File: config.mk
export PLATFORM = sky130hd
export DESIGN_NAME = np_dbg_bridge
export DESIGN_NICKNAME = d
export VERILOG_FILES = /design/src/rtl/np_dbg_pkg.sv /design/src/rtl/np_uart_phy.sv /design/src/rtl/np_dbg_bridge.sv
export SDC_FILE = /design/constraint.sdc
export NUM_CORES = 1
export LEC_CHECK = 0
export ABC_CLOCK_PERIOD_IN_PS = 2800
export BUFFER_PORTS_ARGS = -buffer_cell sky130_fd_sc_hd__buf_2
export CORE_MARGIN = 2
export CORE_UTILIZATION = 60
export CTS_BUF_LIST = sky130_fd_sc_hd__clkbuf_8
export DETAILED_ROUTE_END_ITERATION = 10
export PLACE_DENSITY_LB_ADDON = 0.3
export SLEW_MARGIN = 20
export SYNTH_ARGS = -nofsm -noshare
export SYNTH_HDL_FRONTEND = slang
export SYNTH_SLANG_ARGS = --single-unit
File: constraint.sdc
create_clock -name core_clock -period 2.8 [get_ports core_clock]
set_clock_uncertainty 0.2 [all_clocks]
set_input_delay 0.56 -clock core_clock [delete_from_list [all_inputs] [get_ports core_clock]]
set_output_delay 0.56 -clock core_clock [all_outputs]
set_load 0.02 [all_outputs]
File: src/rtl/np_dbg_pkg.sv
// Shared constants and state encodings for the serial debug bridge.
package np_dbg_pkg;

  localparam logic [7:0] CMD_WR = 8'h57;  // 'W'
  localparam logic [7:0] CMD_RD = 8'h52;  // 'R'
  localparam logic [7:0] RSP_OK = 8'h4B;  // 'K'
  localparam logic [7:0] RSP_TO = 8'h54;  // 'T'

  typedef enum logic [2:0] {
    ST_IDLE,
    ST_ADDR,
    ST_DATA,
    ST_BUS,
    ST_RESP
  } dbg_state_t;

  typedef enum logic [2:0] {
    RX_IDLE,
    RX_START,
    RX_DATA,
    RX_STOP,
    RX_WAITHI
  } rx_state_t;

endpackage

File: src/rtl/np_uart_phy.sv
// 8N1 byte engines: oversampling receiver with framing check and a transmitter
// that accepts the next byte in the final cycle of the previous stop bit.
module np_uart_phy
  import np_dbg_pkg::*;
#(
  parameter int CLK_DIV = 104
) (
  input  logic       core_clock,
  input  logic       RST,
  input  logic       i_rx,
  output logic       o_rx_vld,
  output logic [7:0] o_rx_byte,
  output logic       o_rx_ferr,
  output logic       o_tx,
  input  logic       i_tx_load,
  input  logic [7:0] i_tx_data,
  output logic       o_tx_ready,
  output logic       o_tx_idle
);

  localparam logic [15:0] C_LAST = 16'(CLK_DIV - 1);
  localparam logic [15:0] H_LAST = 16'(CLK_DIV / 2 - 1);

  logic [1:0]  r_sync;
  logic        w_rx;
  rx_state_t   r_rx_state, w_rx_nxt;
  logic [15:0] r_rx_cnt;
  logic [2:0]  r_rx_bit;
  logic [7:0]  r_rx_sh;
  logic        w_bit_end, w_half;

  logic        r_tx, r_tx_busy;
  logic [8:0]  r_tx_sh;
  logic [3:0]  r_tx_bit;
  logic [15:0] r_tx_cnt;
  logic        w_tx_last;

  assign w_rx      = r_sync[1];
  assign w_bit_end = (r_rx_cnt == C_LAST);
  assign w_half    = (r_rx_cnt == H_LAST);
  assign o_rx_byte = r_rx_sh;

  always_ff @(posedge core_clock) begin
    if (!RST) begin
      r_sync     <= 2'b11;
      r_rx_state <= RX_IDLE;
    end else begin
      r_sync     <= {r_sync[0], i_rx};
      r_rx_state <= w_rx_nxt;
    end
  end

  always_comb begin
    w_rx_nxt  = r_rx_state;
    o_rx_vld  = 1'b0;
    o_rx_ferr = 1'b0;
    case (r_rx_state)
      RX_IDLE:   if (!w_rx) w_rx_nxt = RX_START;
      RX_START:  if (w_half) w_rx_nxt = w_rx ? RX_IDLE : RX_DATA;
      RX_DATA:   if (w_bit_end && r_rx_bit == 3'd7) w_rx_nxt = RX_STOP;
      RX_STOP: begin
        if (w_bit_end) begin
          if (w_rx) begin
            o_rx_vld = 1'b1;
            w_rx_nxt = RX_IDLE;
          end else begin
            // a low stop bit may be a break; wait for the line to recover
            o_rx_ferr = 1'b1;
            w_rx_nxt  = RX_WAITHI;
          end
        end
      end
      RX_WAITHI: if (w_rx) w_rx_nxt = RX_IDLE;
      default:   w_rx_nxt = RX_IDLE;
    endcase
  end

  always_ff @(posedge core_clock) begin
    if (!RST) begin
      r_rx_cnt <= '0;
      r_rx_bit <= '0;
      r_rx_sh  <= '0;
    end else begin
      if ((r_rx_state == RX_START || r_rx_state == RX_DATA || r_rx_state == RX_STOP) &&
          w_rx_nxt == r_rx_state && !w_bit_end)
        r_rx_cnt <= r_rx_cnt + 16'd1;
      else
        r_rx_cnt <= '0;
      if (r_rx_state == RX_START)
        r_rx_bit <= '0;
      else if (r_rx_state == RX_DATA && w_bit_end) begin
        r_rx_sh  <= {w_rx, r_rx_sh[7:1]};
        r_rx_bit <= r_rx_bit + 3'd1;
      end
    end
  end

  assign w_tx_last  = (r_tx_bit == 4'd9) && (r_tx_cnt == C_LAST);
  assign o_tx_ready = !r_tx_busy || w_tx_last;
  assign o_tx_idle  = !r_tx_busy;
  assign o_tx       = r_tx;

  always_ff @(posedge core_clock) begin
    if (!RST) begin
      r_tx      <= 1'b1;
      r_tx_busy <= 1'b0;
      r_tx_sh   <= '1;
      r_tx_bit  <= '0;
      r_tx_cnt  <= '0;
    end else if (i_tx_load && o_tx_ready) begin
      r_tx      <= 1'b0;
      r_tx_busy <= 1'b1;
      r_tx_sh   <= {1'b1, i_tx_data};
      r_tx_bit  <= '0;
      r_tx_cnt  <= '0;
    end else if (r_tx_busy) begin
      if (r_tx_cnt == C_LAST) begin
        r_tx_cnt <= '0;
        if (r_tx_bit == 4'd9) begin
          r_tx_busy <= 1'b0;
          r_tx      <= 1'b1;
        end else begin
          r_tx     <= r_tx_sh[0];
          r_tx_sh  <= {1'b1, r_tx_sh[8:1]};
          r_tx_bit <= r_tx_bit + 4'd1;
        end
      end else begin
        r_tx_cnt <= r_tx_cnt + 16'd1;
      end
    end
  end

endmodule

File: src/rtl/np_dbg_bridge.sv
// Serial debug bridge: parses W/R command frames, runs one iomem word
// transaction per frame and sends a status or data reply.
module np_dbg_bridge
  import np_dbg_pkg::*;
#(
  parameter int CLK_DIV     = 104,
  parameter int BUS_TIMEOUT = 255,
  parameter int FRAME_GAP   = 65535
) (
  input  logic        core_clock,
  input  logic        RST,
  input  logic        dbg_rx,
  output logic        dbg_tx,
  output logic        m_valid,
  input  logic        m_ready,
  output logic [3:0]  m_wstrb,
  output logic [31:0] m_addr,
  output logic [31:0] m_wdata,
  input  logic [31:0] m_rdata,
  output logic        busy
);

  localparam int TO_W  = (BUS_TIMEOUT > 1) ? $clog2(BUS_TIMEOUT) : 1;
  localparam int GAP_W = (FRAME_GAP > 1) ? $clog2(FRAME_GAP) : 1;
  localparam logic [TO_W-1:0]  TO_LAST  = TO_W'(BUS_TIMEOUT - 1);
  localparam logic [GAP_W-1:0] GAP_LAST = GAP_W'(FRAME_GAP - 1);

  dbg_state_t       r_state, w_state_nxt;
  logic             r_is_wr;
  logic [1:0]       r_byte_cnt;
  logic [GAP_W-1:0] r_gap_cnt;
  logic [TO_W-1:0]  r_to_cnt;
  logic [31:0]      r_addr, r_wdata, r_reply;
  logic [2:0]       r_left;

  logic       w_rx_vld, w_rx_ferr, w_tx_ready, w_tx_idle, w_tx_load;
  logic [7:0] w_rx_byte;
  logic       w_last_byte, w_gap_exp, w_is_cmd, w_to_exp;

  np_uart_phy #(.CLK_DIV(CLK_DIV)) u_phy (
    .core_clock (core_clock),
    .RST        (RST),
    .i_rx       (dbg_rx),
    .o_rx_vld   (w_rx_vld),
    .o_rx_byte  (w_rx_byte),
    .o_rx_ferr  (w_rx_ferr),
    .o_tx       (dbg_tx),
    .i_tx_load  (w_tx_load),
    .i_tx_data  (r_reply[31:24]),
    .o_tx_ready (w_tx_ready),
    .o_tx_idle  (w_tx_idle)
  );

  assign w_is_cmd    = (w_rx_byte == CMD_WR) || (w_rx_byte == CMD_RD);
  assign w_last_byte = w_rx_vld && (r_byte_cnt == 2'd3);
  assign w_gap_exp   = !w_rx_vld && (r_gap_cnt == GAP_LAST);
  assign w_to_exp    = (r_to_cnt == TO_LAST);
  assign w_tx_load   = (r_state == ST_RESP) && (r_left != 3'd0) && w_tx_ready;

  assign m_valid = (r_state == ST_BUS);
  assign m_wstrb = (r_state == ST_BUS && r_is_wr) ? 4'hF : 4'h0;
  assign m_addr  = r_addr;
  assign m_wdata = r_wdata;
  assign busy    = (r_state != ST_IDLE);

  always_ff @(posedge core_clock) begin
    if (!RST) r_state <= ST_IDLE;
    else      r_state <= w_state_nxt;
  end

  always_comb begin
    w_state_nxt = r_state;
    case (r_state)
      ST_IDLE: if (w_rx_vld && w_is_cmd) w_state_nxt = ST_ADDR;
      ST_ADDR: begin
        if (w_rx_ferr || w_gap_exp) w_state_nxt = ST_IDLE;
        else if (w_last_byte)       w_state_nxt = r_is_wr ? ST_DATA : ST_BUS;
      end
      ST_DATA: begin
        if (w_rx_ferr || w_gap_exp) w_state_nxt = ST_IDLE;
        else if (w_last_byte)       w_state_nxt = ST_BUS;
      end
      // a ready landing on the expiry cycle still takes the normal path
      ST_BUS:  if (m_ready || w_to_exp) w_state_nxt = ST_RESP;
      ST_RESP: if (r_left == 3'd0 && w_tx_idle) w_state_nxt = ST_IDLE;
      default: w_state_nxt = ST_IDLE;
    endcase
  end

  always_ff @(posedge core_clock) begin
    if (!RST) begin
      r_is_wr    <= 1'b0;
      r_byte_cnt <= '0;
      r_gap_cnt  <= '0;
      r_to_cnt   <= '0;
      r_addr     <= '0;
      r_wdata    <= '0;
      r_reply    <= '0;
      r_left     <= '0;
    end else begin
      if (r_state != ST_BUS) r_to_cnt <= '0;
      case (r_state)
        ST_IDLE: begin
          if (w_rx_vld && w_is_cmd) begin
            r_is_wr    <= (w_rx_byte == CMD_WR);
            r_byte_cnt <= '0;
            r_gap_cnt  <= '0;
          end
        end
        ST_ADDR, ST_DATA: begin
          if (w_rx_vld) begin
            if (r_state == ST_ADDR) r_addr  <= {r_addr[23:0], w_rx_byte};
            else                    r_wdata <= {r_wdata[23:0], w_rx_byte};
            r_byte_cnt <= (r_byte_cnt == 2'd3) ? 2'd0 : r_byte_cnt + 2'd1;
            r_gap_cnt  <= '0;
          end else if (r_gap_cnt != GAP_LAST) begin
            r_gap_cnt <= r_gap_cnt + 1'b1;
          end
        end
        ST_BUS: begin
          if (m_ready) begin
            r_reply <= r_is_wr ? {RSP_OK, 24'h0} : m_rdata;
            r_left  <= r_is_wr ? 3'd1 : 3'd4;
          end else if (w_to_exp) begin
            r_reply <= {RSP_TO, 24'h0};
            r_left  <= 3'd1;
          end else begin
            r_to_cnt <= r_to_cnt + 1'b1;
          end
        end
        ST_RESP: begin
          if (w_tx_load) begin
            r_reply <= {r_reply[23:0], 8'h00};
            r_left  <= r_left - 3'd1;
          end
        end
        default: ;
      endcase
    end
  end

endmodule

Word-level counts from Yosys, hierarchy flattened:

Cells that the tools add are included.
W data, S select, Z words.

* output and inout bits: 71
* input bits: 36
* bits in registers: 191

* bitwise operators: 4
* equality and inequality tests: 31
* add/sub/neg operators: 8
* reductions and logical operators: 46
* multiplexer cells: 59

Operators by type and width (number)
* $mux W32: 4
* $mux W16: 4
* $mux W8: 8
* $pmux W32 S2: 1
* $mux W3: 17
* $add A16 B1 Y16 const B: 3
* $eq A16 B7 Y1 const B: 2
* $pmux W16 S2: 1
* $pmux W3 S5: 2
* $reduce_and A3 Y1: 7
* $eq A16 B16 Y1 const B: 1
* $eq A16 B6 Y1 const B: 1
* $eq A8 B7 Y1 const B: 2
* $ne A16 B16 Y1 const B: 1
* $mux W1: 15
* $logic_and A1 B1 Y1: 13
* $eq A3 B2 Y1 const B: 4
* $eq A3 B3 Y1 const B: 3
* $logic_not A3 Y1: 3
* $ne A3 B3 Y1 const B: 3
* $add A8 B1 Y8 const B: 1
* $eq A8 B8 Y1 const B: 1
* $mux W2: 4
* $reduce_and A2 Y1: 4
* 22 further kinds: 43

Depth between registers and ports, before layout:

Gate-level depths: netlist of run 1.

* depth after elaboration: 8
* gate-level depth with buffers: 10
* mapped depth without buffers: 8

By module:

From an unflattened synthesis of run 1, not the netlist that was laid out.

* cell total of the unflattened synthesis: 1003
* area, all modules: 8678.3 µm²

Modules (own cells, without submodules)
* np_dbg_bridge: times used 1, area an instance 5645.4 µm², sequential area each 2582.5 µm², cells each 657
* np_uart_phy: times used 1, area an instance 3032.9 µm², sequential area each 1241.2 µm², cells each 346

Worst setup path before layout of run 1:

No wires, ideal clock.

* path kind: register to register
* start point: register u_phy.r_tx_cnt[3]
* end point: register u_phy.r_tx, in the netlist u_phy.o_tx
* required time: 2.472 ns
* library setup time: 0.128 ns
* path slack: 0.269 ns
* arrival time: 2.202 ns
* period minus slack after synthesis: 2.531 ns
* cell stages (with the launch flop): 8
* path through: dfxtp_1 -> or4_1 -> or4_4 -> nor3b_2 -> buf_2 -> inv_1 -> o221ai_1 -> nand2_1

* cells in the longest elaborated chain, start to end: 7

Ends and longest elaborated chain
* start: declaration: RTL line np_uart_phy.sv:35 `logic [15:0] r_tx_cnt;`
* start signal: assignment: RTL line np_uart_phy.sv:128 `r_tx_cnt <= r_tx_cnt + 16'd1;`
* $eq A16 B7 Y1 *: RTL line np_uart_phy.sv:98, np_uart_phy.sv:117
* $logic_and A1 B1 Y1: RTL line np_uart_phy.sv:98 `assign w_tx_last = (r_tx_bit == 4'd9) && (r_tx_cnt == C_LAST);`
* $logic_or A1 B1 Y1: RTL line np_uart_phy.sv:99 `assign o_tx_ready = !r_tx_busy || w_tx_last;`
* $logic_and A1 B1 Y1: RTL line np_dbg_bridge.sv:58 `assign w_tx_load = (r_state == ST_RESP) && (r_left != 3'd0) && w_tx_ready;`
* $logic_and A1 B1 Y1: RTL line np_uart_phy.sv:110 `end else if (i_tx_load && o_tx_ready) begin`
* $reduce_bool A2 Y1 (no source line)
* $reduce_and A2 Y1 (no source line)
* end signal: assignment: RTL line np_uart_phy.sv:123 `r_tx <= r_tx_sh[0];`
* end: declaration: RTL line np_uart_phy.sv:32 `logic r_tx, r_tx_busy;`

Every way passes the cells marked *; elsewhere a longest branch is shown, timed or not.
A chain may end at the register's enable or synchronous reset.

Worst setup path after layout of run 1:

* start point: register u_phy.r_tx_cnt[3]
* end point: register r_reply[28]

* cells in the longest elaborated chain, start to end: 6

Ends and longest elaborated chain
* $eq A16 B7 Y1: RTL line np_uart_phy.sv:98
* $logic_and A1 B1 Y1: RTL line np_uart_phy.sv:98
* $logic_or A1 B1 Y1: RTL line np_uart_phy.sv:99
* $logic_and A1 B1 Y1: RTL line np_dbg_bridge.sv:58
* $ne A2 B1 Y1 (no source line)
* $reduce_and A3 Y1 (no source line)
* end signal: assignment: RTL line np_dbg_bridge.sv:122 `r_reply <= r_is_wr ? {RSP_OK, 24'h0} : m_rdata;`
* end signal: assignment: RTL line np_dbg_bridge.sv:125 `r_reply <= {RSP_TO, 24'h0};`
* end signal: assignment: RTL line np_dbg_bridge.sv:133 `r_reply <= {r_reply[23:0], 8'h00};`
* end: declaration: RTL line np_dbg_bridge.sv:33 `logic [31:0] r_addr, r_wdata, r_reply;`

Every way passes these cells.

==> impl_metrics.yaml, run 1 <==
cts:
  cts_htree_levels: 4
  clk_pin_slew_worst_paths_ns: 0.09
  holdBufCountCts: 0
  cts_setup_buffers: 0
  clk_latency_ns: 0.47
  cts_resized: 0
  ctsRootBufferMaster: "clkbuf_8"
  cts_tree: "done"
  cts_inserted_buffers: 17
  cts_buffer_depth: 2
  cts_sinks: 191
synth:
  async_flop_share: 0
  synth-seq-cells: 191
  synth_edf_count: 0
  synth_nets: 1033
  ys_seq_area_frac: 0.457
  synthCells: 984
  synthTopCellsByArea: "dfxtp_1, nand2_1, a21boi_0"
  syn_area_mm2: 0.00838
  yosys.area.top_type: "dfxtp_1"
  yosysUniqueCellTypes: 59
  yosys_warnings: 0
  synthTopCellsByCount: "nand2_1, dfxtp_1, nor2_1"
  yosysMostFrequentCell: "nand2_1"
  syn_avg_cell_area_um2: 8.51
  synth_ff_type: "dfxtp_1"
  synth_top_area_frac: 0.457
critical_path:
  regToRegSetupSlack_ns: 0.13
  path_cells: "or4_1 -> or4_4 -> o21a_4 -> o21ai_4 -> buf_4 -> o211ai_1 -> a21boi_0"
  cp_slowest_cell: "or4_4"
  crit_start: "u_phy.r_tx_cnt[3]"
  worst-path-buf-inv: 1
  cp_max_fo: 11
  r2r_end: "r_reply[28]"
  reg2reg_depth: 7
  start_kind: "flip-flop"
  endpoint_kind: "flip-flop"
  worstSetupPathType: "reg2reg"
  critPathMaxStageDelay_ns: 0.60
  cp.depth: 7
  crit_family: "simple AND/OR/NAND/NOR gates"
  cp.arrival_ns: 2.87
  endpoint: "r_reply[28]"
  crit_required_ns: 2.99
  r2r_start: "u_phy.r_tx_cnt[3]"
global_route:
  grt_pass1_wl_um: 29600
  grt_pass1_vias: 6365
  grt_usage: 0.245
  antenna_found_initial: 0
  grt_start_max_net_pins: 57
  overflow: 0
place:
  gp_congestion: 0.813
  dpl.hpwl_um: 12400
  io_buffer_count: 106
  place_area_mm2: 0.00924
power:
  leakagePower_nw: 3.63
  powerDensity_mw_per_mm2: 486
  finalPower_mw: 4.71
  ir_drop_uv: 547
sta:
  hold_viol: 0
  relSlewSlack: 0.650
  worst_pin_slew_ns: 0.525
  max_freq_ghz: 0.374
  setup_viol: 0
  post-route-period-util: 0.955
  period_minus_slack_ns: 2.67
  slew_viol_final: 0
drt:
  ant_nets: 0
  drc: 0
  vias: 7152
  drtIter0Drc: 465
  avgViaCountPerCell: 5.57
  wl_um: 18100
  wl_per_cell_um: 14.1
  drt-pass1-iter-count: 4
run:
  drv_cap: 0
floorplanning:
  start_util: 0.608
  core_mm2: 0.0138
  die_area_mm2: 0.0149
  die_h_um: 122
  die_w_um: 122
  ios: 107
  fp-row-count: 43
layout:
  areaGrowthSynthToFinish_pct: 15.7
  antennaDiodeCount: 0
  final_layout_size_suffix_gt1_frac: 0.174
  multiInputGateArea_mm2: 0.00429
  regArea_mm2: 0.00382
  layout.nets: 1139
  fillers: 1110
  design_area_mm2: 0.00969
min_path:
  hp-class: "in2reg"
run_status:
  status: "finished, final reports clean"
[power breakdown]
| group | switching, mW | leakage, nW | internal (mW) |
|---|---|---|---|
| clock network | 0.964 | 0.220 | 0.908 |
| registers | 0.00309 | 1.54 | 2.72 |
| logic | 0.0626 | 1.87 | 0.0544 |
| total | 1.03 | 3.63 | 3.68 |
[worst min path at each step]
stage,from,endpoint,slack (ns),cells past startpoint
after CTS,dbg_rx,u_phy.r_sync[0],0.05,2
after global placement,u_phy.r_sync[0],u_phy.r_sync[1],0.19,1
final,dbg_rx,u_phy.r_sync[0],0.07,2
after floorplan,u_phy.r_sync[0],u_phy.r_sync[1],0.19,1
after detailed placement,u_phy.r_sync[0],u_phy.r_sync[1],0.21,1
after global routing,dbg_rx,u_phy.r_sync[0],0.07,2
[state kept, by name (all words and copies together), names as in the netlist, 4 cells and up]
register         count
u_phy.r_tx_cnt      16
u_phy.r_tx_bit       4
m_wdata             32
u_phy.r_tx_sh        8
r_reply             32
u_phy.o_rx_byte      8
u_phy.r_rx_cnt      16
m_addr              32
r_gap_cnt           16
r_to_cnt             8
[per-layer routing]
metal  part of all wire  wire [µm]  GRT usage  vias up
li1                   -          -          -     3612
met1               0.49       8790      0.349     3394
met2               0.47       8440      0.379      131
met3              0.038        685     0.0449       15
met4              0.011        196     0.0726        0
met5                  0          0          0        -
[cell usage in the layout, fill, tap and decap left out, drive strengths merged, types with 7 or more instances in the layout]
cell    synthesis  routed
xnor2          14      14
o211ai          7       7
ha             13      13
nand4          23      23
nand2b         13      13
or3            20      20
mux2i          12      12
o21ai          26      26
a21oi          25      25
nand2         206     206
and4            8       8
dfxtp         191     191
clkbuf         46      18
inv            16      21
xor2           27      27
buf            12     145
a21boi         88      88
nand3          30      30
nor2b          14      14
a221oi         19      19
nor2           88      88
nor3b          24      24
[cell families after synthesis]
group                      share of synthesized area
buffers and inverters                         0.0379
adders and majority gates                     0.0194
xor gates and xnor gates                      0.0429
and+or+nand+nor                                0.269
AOI/OAI and AO/OA                              0.160
DFF                                            0.457
muxes                                         0.0143
[layout make-up]
class                           instances  share of cell area
Clock buffer                           18              0.0256
Clock inverter                         14              0.0170
Inverter                               16             0.00620
Multi-Input combinational cell        719               0.443
Sequential cell                       191               0.395
Tap cell                              180              0.0232
Timing Repair Buffer                  145              0.0904
[per-stage QoR]
step	setup TNS [ns]	setup slack, ns	util	cells	hold WS (ns)
after floorplan	0	0.269	-	984	0.186
after global placement	0	0.174	0.671	1251	0.189
after detailed placement	0	0.120	0.671	1251	0.212
after CTS	0	0.0944	0.701	1283	0.0548
after global routing	-0.00139	-0.00139	0.703	1283	0.0721
final	0	0.127	0.703	1283	0.0684
Power figures use the tool's default switching activity.
==> run 2, diff against run 1 <==
--- a/config.mk
+++ b/config.mk
@@ -11,7 +11,7 @@
 export CORE_UTILIZATION = 60
 export CTS_BUF_LIST = sky130_fd_sc_hd__clkbuf_8
 export DETAILED_ROUTE_END_ITERATION = 10
-export PLACE_DENSITY_LB_ADDON = 0.3
+export PLACE_DENSITY = 0.93
 export SLEW_MARGIN = 20
 export SYNTH_ARGS = -nofsm -noshare
 export SYNTH_HDL_FRONTEND = slang
==> run 2 against run 1 <==
Compared with the run above:
- routed wire length up 8.1%
- flip-flop and latch count unchanged
- power increased by 0.68%
- sequential power about the same
- clock-buffer cell count grew 1
- combinational power barely moved
- via count is 3.5% higher
- critical path type unchanged
- largest cell class unchanged
==> impl_metrics.yaml, run 2 (synthesis gave the netlist of run 1 again) <==
cts:
  clk_pin_slew_worst_paths_ns: 0.10
  clk_latency_ns: 0.47
  cts_buffer_depth: 2
  cts_inserted_buffers: 17
  holdBufCountCts: 0
  cts_tree: "done"
  cts_htree_levels: 4
  ctsRootBufferMaster: "clkbuf_8"
  cts_sinks: 191
critical_path:
  start_kind: "flip-flop"
  worst-path-buf-inv: 1
  crit_family: "simple AND/OR/NAND/NOR gates"
  cp_slowest_cell: "or4_4"
  worstSetupPathType: "reg2reg"
  path_cells: "or4b_1 -> or4_4 -> o21ai_4 -> a21oi_4 -> buf_12 -> a221oi_1 -> nor3b_1"
  endpoint_kind: "flip-flop"
  crit_required_ns: 2.95
  cp_max_fo: 13
  cp.arrival_ns: 2.85
  critPathMaxStageDelay_ns: 0.58
layout:
  layout.nets: 1135
  final_layout_size_suffix_gt1_frac: 0.172
  mostFrequentLayoutCells: "nand2_1, dfxtp_1, buf_2"
  final_util: 0.703
  areaGrowthSynthToFinish_pct: 15.6
  antennaDiodeCount: 0
  fillers: 1020
  finalNonFillerCells: 1279
  final_common_cell: "nand2_1"
global_route:
  grt_pass1_vias: 6802
  antenna_found_initial: 0
  grt_pass1_wl_um: 31400
  overflow: 0
  grt_usage: 0.259
  grt_start_max_net_pins: 68
power:
  power_frac_clock: 0.402
  leakagePower_nw: 3.61
  power.switching_mw: 1.04
  powerDensity_mw_per_mm2: 489
  seqPwrFrac: 0.574
  swShare: 0.219
  combPwrFrac: 0.025
  power.internal_mw: 3.70
  ir_drop_uv: 398
  finalPower_mw: 4.74
floorplanning:
  die_area_mm2: 0.0149
  die_h_um: 122
  core_mm2: 0.0138
  die_w_um: 122
  fp-row-count: 43
  start_util: 0.608
  ios: 107
sta:
  max_freq_ghz: 0.370
  relSlewSlack: 0.646
  period_minus_slack_ns: 2.70
  worst_pin_slew_ns: 0.531
  fin_hold_ws_ns: 0.0742
  slew_viol_final: 0
  hold_viol: 0
  setup_viol: 0
  post-route-period-util: 0.965
min_path:
  hp-class: "in2reg"
place:
  io_buffer_count: 106
  gp_congestion: 0.840
  dp_cells: 1246
  dpl.hpwl_um: 12700
drt:
  ant_nets: 0
  vias: 7399
  drtIter0Drc: 490
  wl_um: 19600
  drc: 0
  drt-pass1-iter-count: 5
  avgViaCountPerCell: 5.78
  wl_per_cell_um: 15.3
run:
  drv_cap: 0
run_status:
  status: "finished, final reports clean"
run 2: timing repair:
| action | 4_1_cts | 5_1_grt |
|---|---|---|
| pin swaps | 0 | 1 |
| endpoints found under the setup margin | 1 | 20 |
| setup buffers | 0 | 1 |
| cloned | 0 | 0 |
| resized for setup | 1 | 7 |
| endpoints found under the hold margin | 0 | 0 |
run 2: final cells by class:
class                   count  area [µm²]  area share
clock buffers              19         262      0.0270
multi-input cells         719        4300       0.443
flip-flops and latches    191        3820       0.395
repair buffers            141         858      0.0886
clock inverters            13         161      0.0167
well taps                 180         225      0.0233
inverters                  16        60.1     0.00620
run 2: per-layer routing:
metal | vias to the layer above | track usage | wire length, µm
met3 | 40 | 0.0393 | 873
met1 | 3554 | 0.334 | 8390
met5 | - | 0 | 0
met2 | 209 | 0.434 | 9930
li1 | 3596 | - | -
met4 | 0 | 0.103 | 386
run 2: power groups by stage:
| stage | sequential, mW | clock (mW) | combinational, mW |
|---|---|---|---|
| floorplan | 2.78 | 0 | 0.0676 |
| global placement | 2.78 | 0 | 0.113 |
| detailed placement | 2.78 | 0 | 0.114 |
| CTS | 2.72 | 1.91 | 0.116 |
| global route | 2.72 | 2.02 | 0.126 |
| finish | 2.72 | 1.90 | 0.117 |
run 2: final timing paths:
kind | from | endpoint | slack, ns | cells after the start
setup reg to reg | u_phy.r_tx_cnt[8] | r_reply[18] | 0.1 | 7
hold reg to reg | u_phy.r_sync[0] | u_phy.r_sync[1] | 0.24 | 1
hold / removal | dbg_rx | u_phy.r_sync[0] | 0.07 | 2
setup / recovery | u_phy.r_tx_cnt[8] | r_reply[18] | 0.1 | 7
run 2: stage by stage:
| step | TNS [ns] | area, µm² | setup WS [ns] |
|---|---|---|---|
| final | 0 | 9690 | 0.0982 |
| after global routing | -0.00560 | 9690 | -0.00560 |
| after CTS | 0 | 9650 | 0.00540 |
| after detailed placement | 0 | 9220 | 0.0337 |
| after global placement | 0 | 9220 | 0.136 |
| after floorplan | 0 | 8380 | 0.269 |
run 2: worst reg2reg max path: cells and delay by family, from the launching register on:
family	cells	cell delay, ns
buffers and inverters	1	0.19
flip-flops	1	0.36
AO/OA/AOI/OAI	3	0.64
AND/OR/NAND/NOR	3	1.20
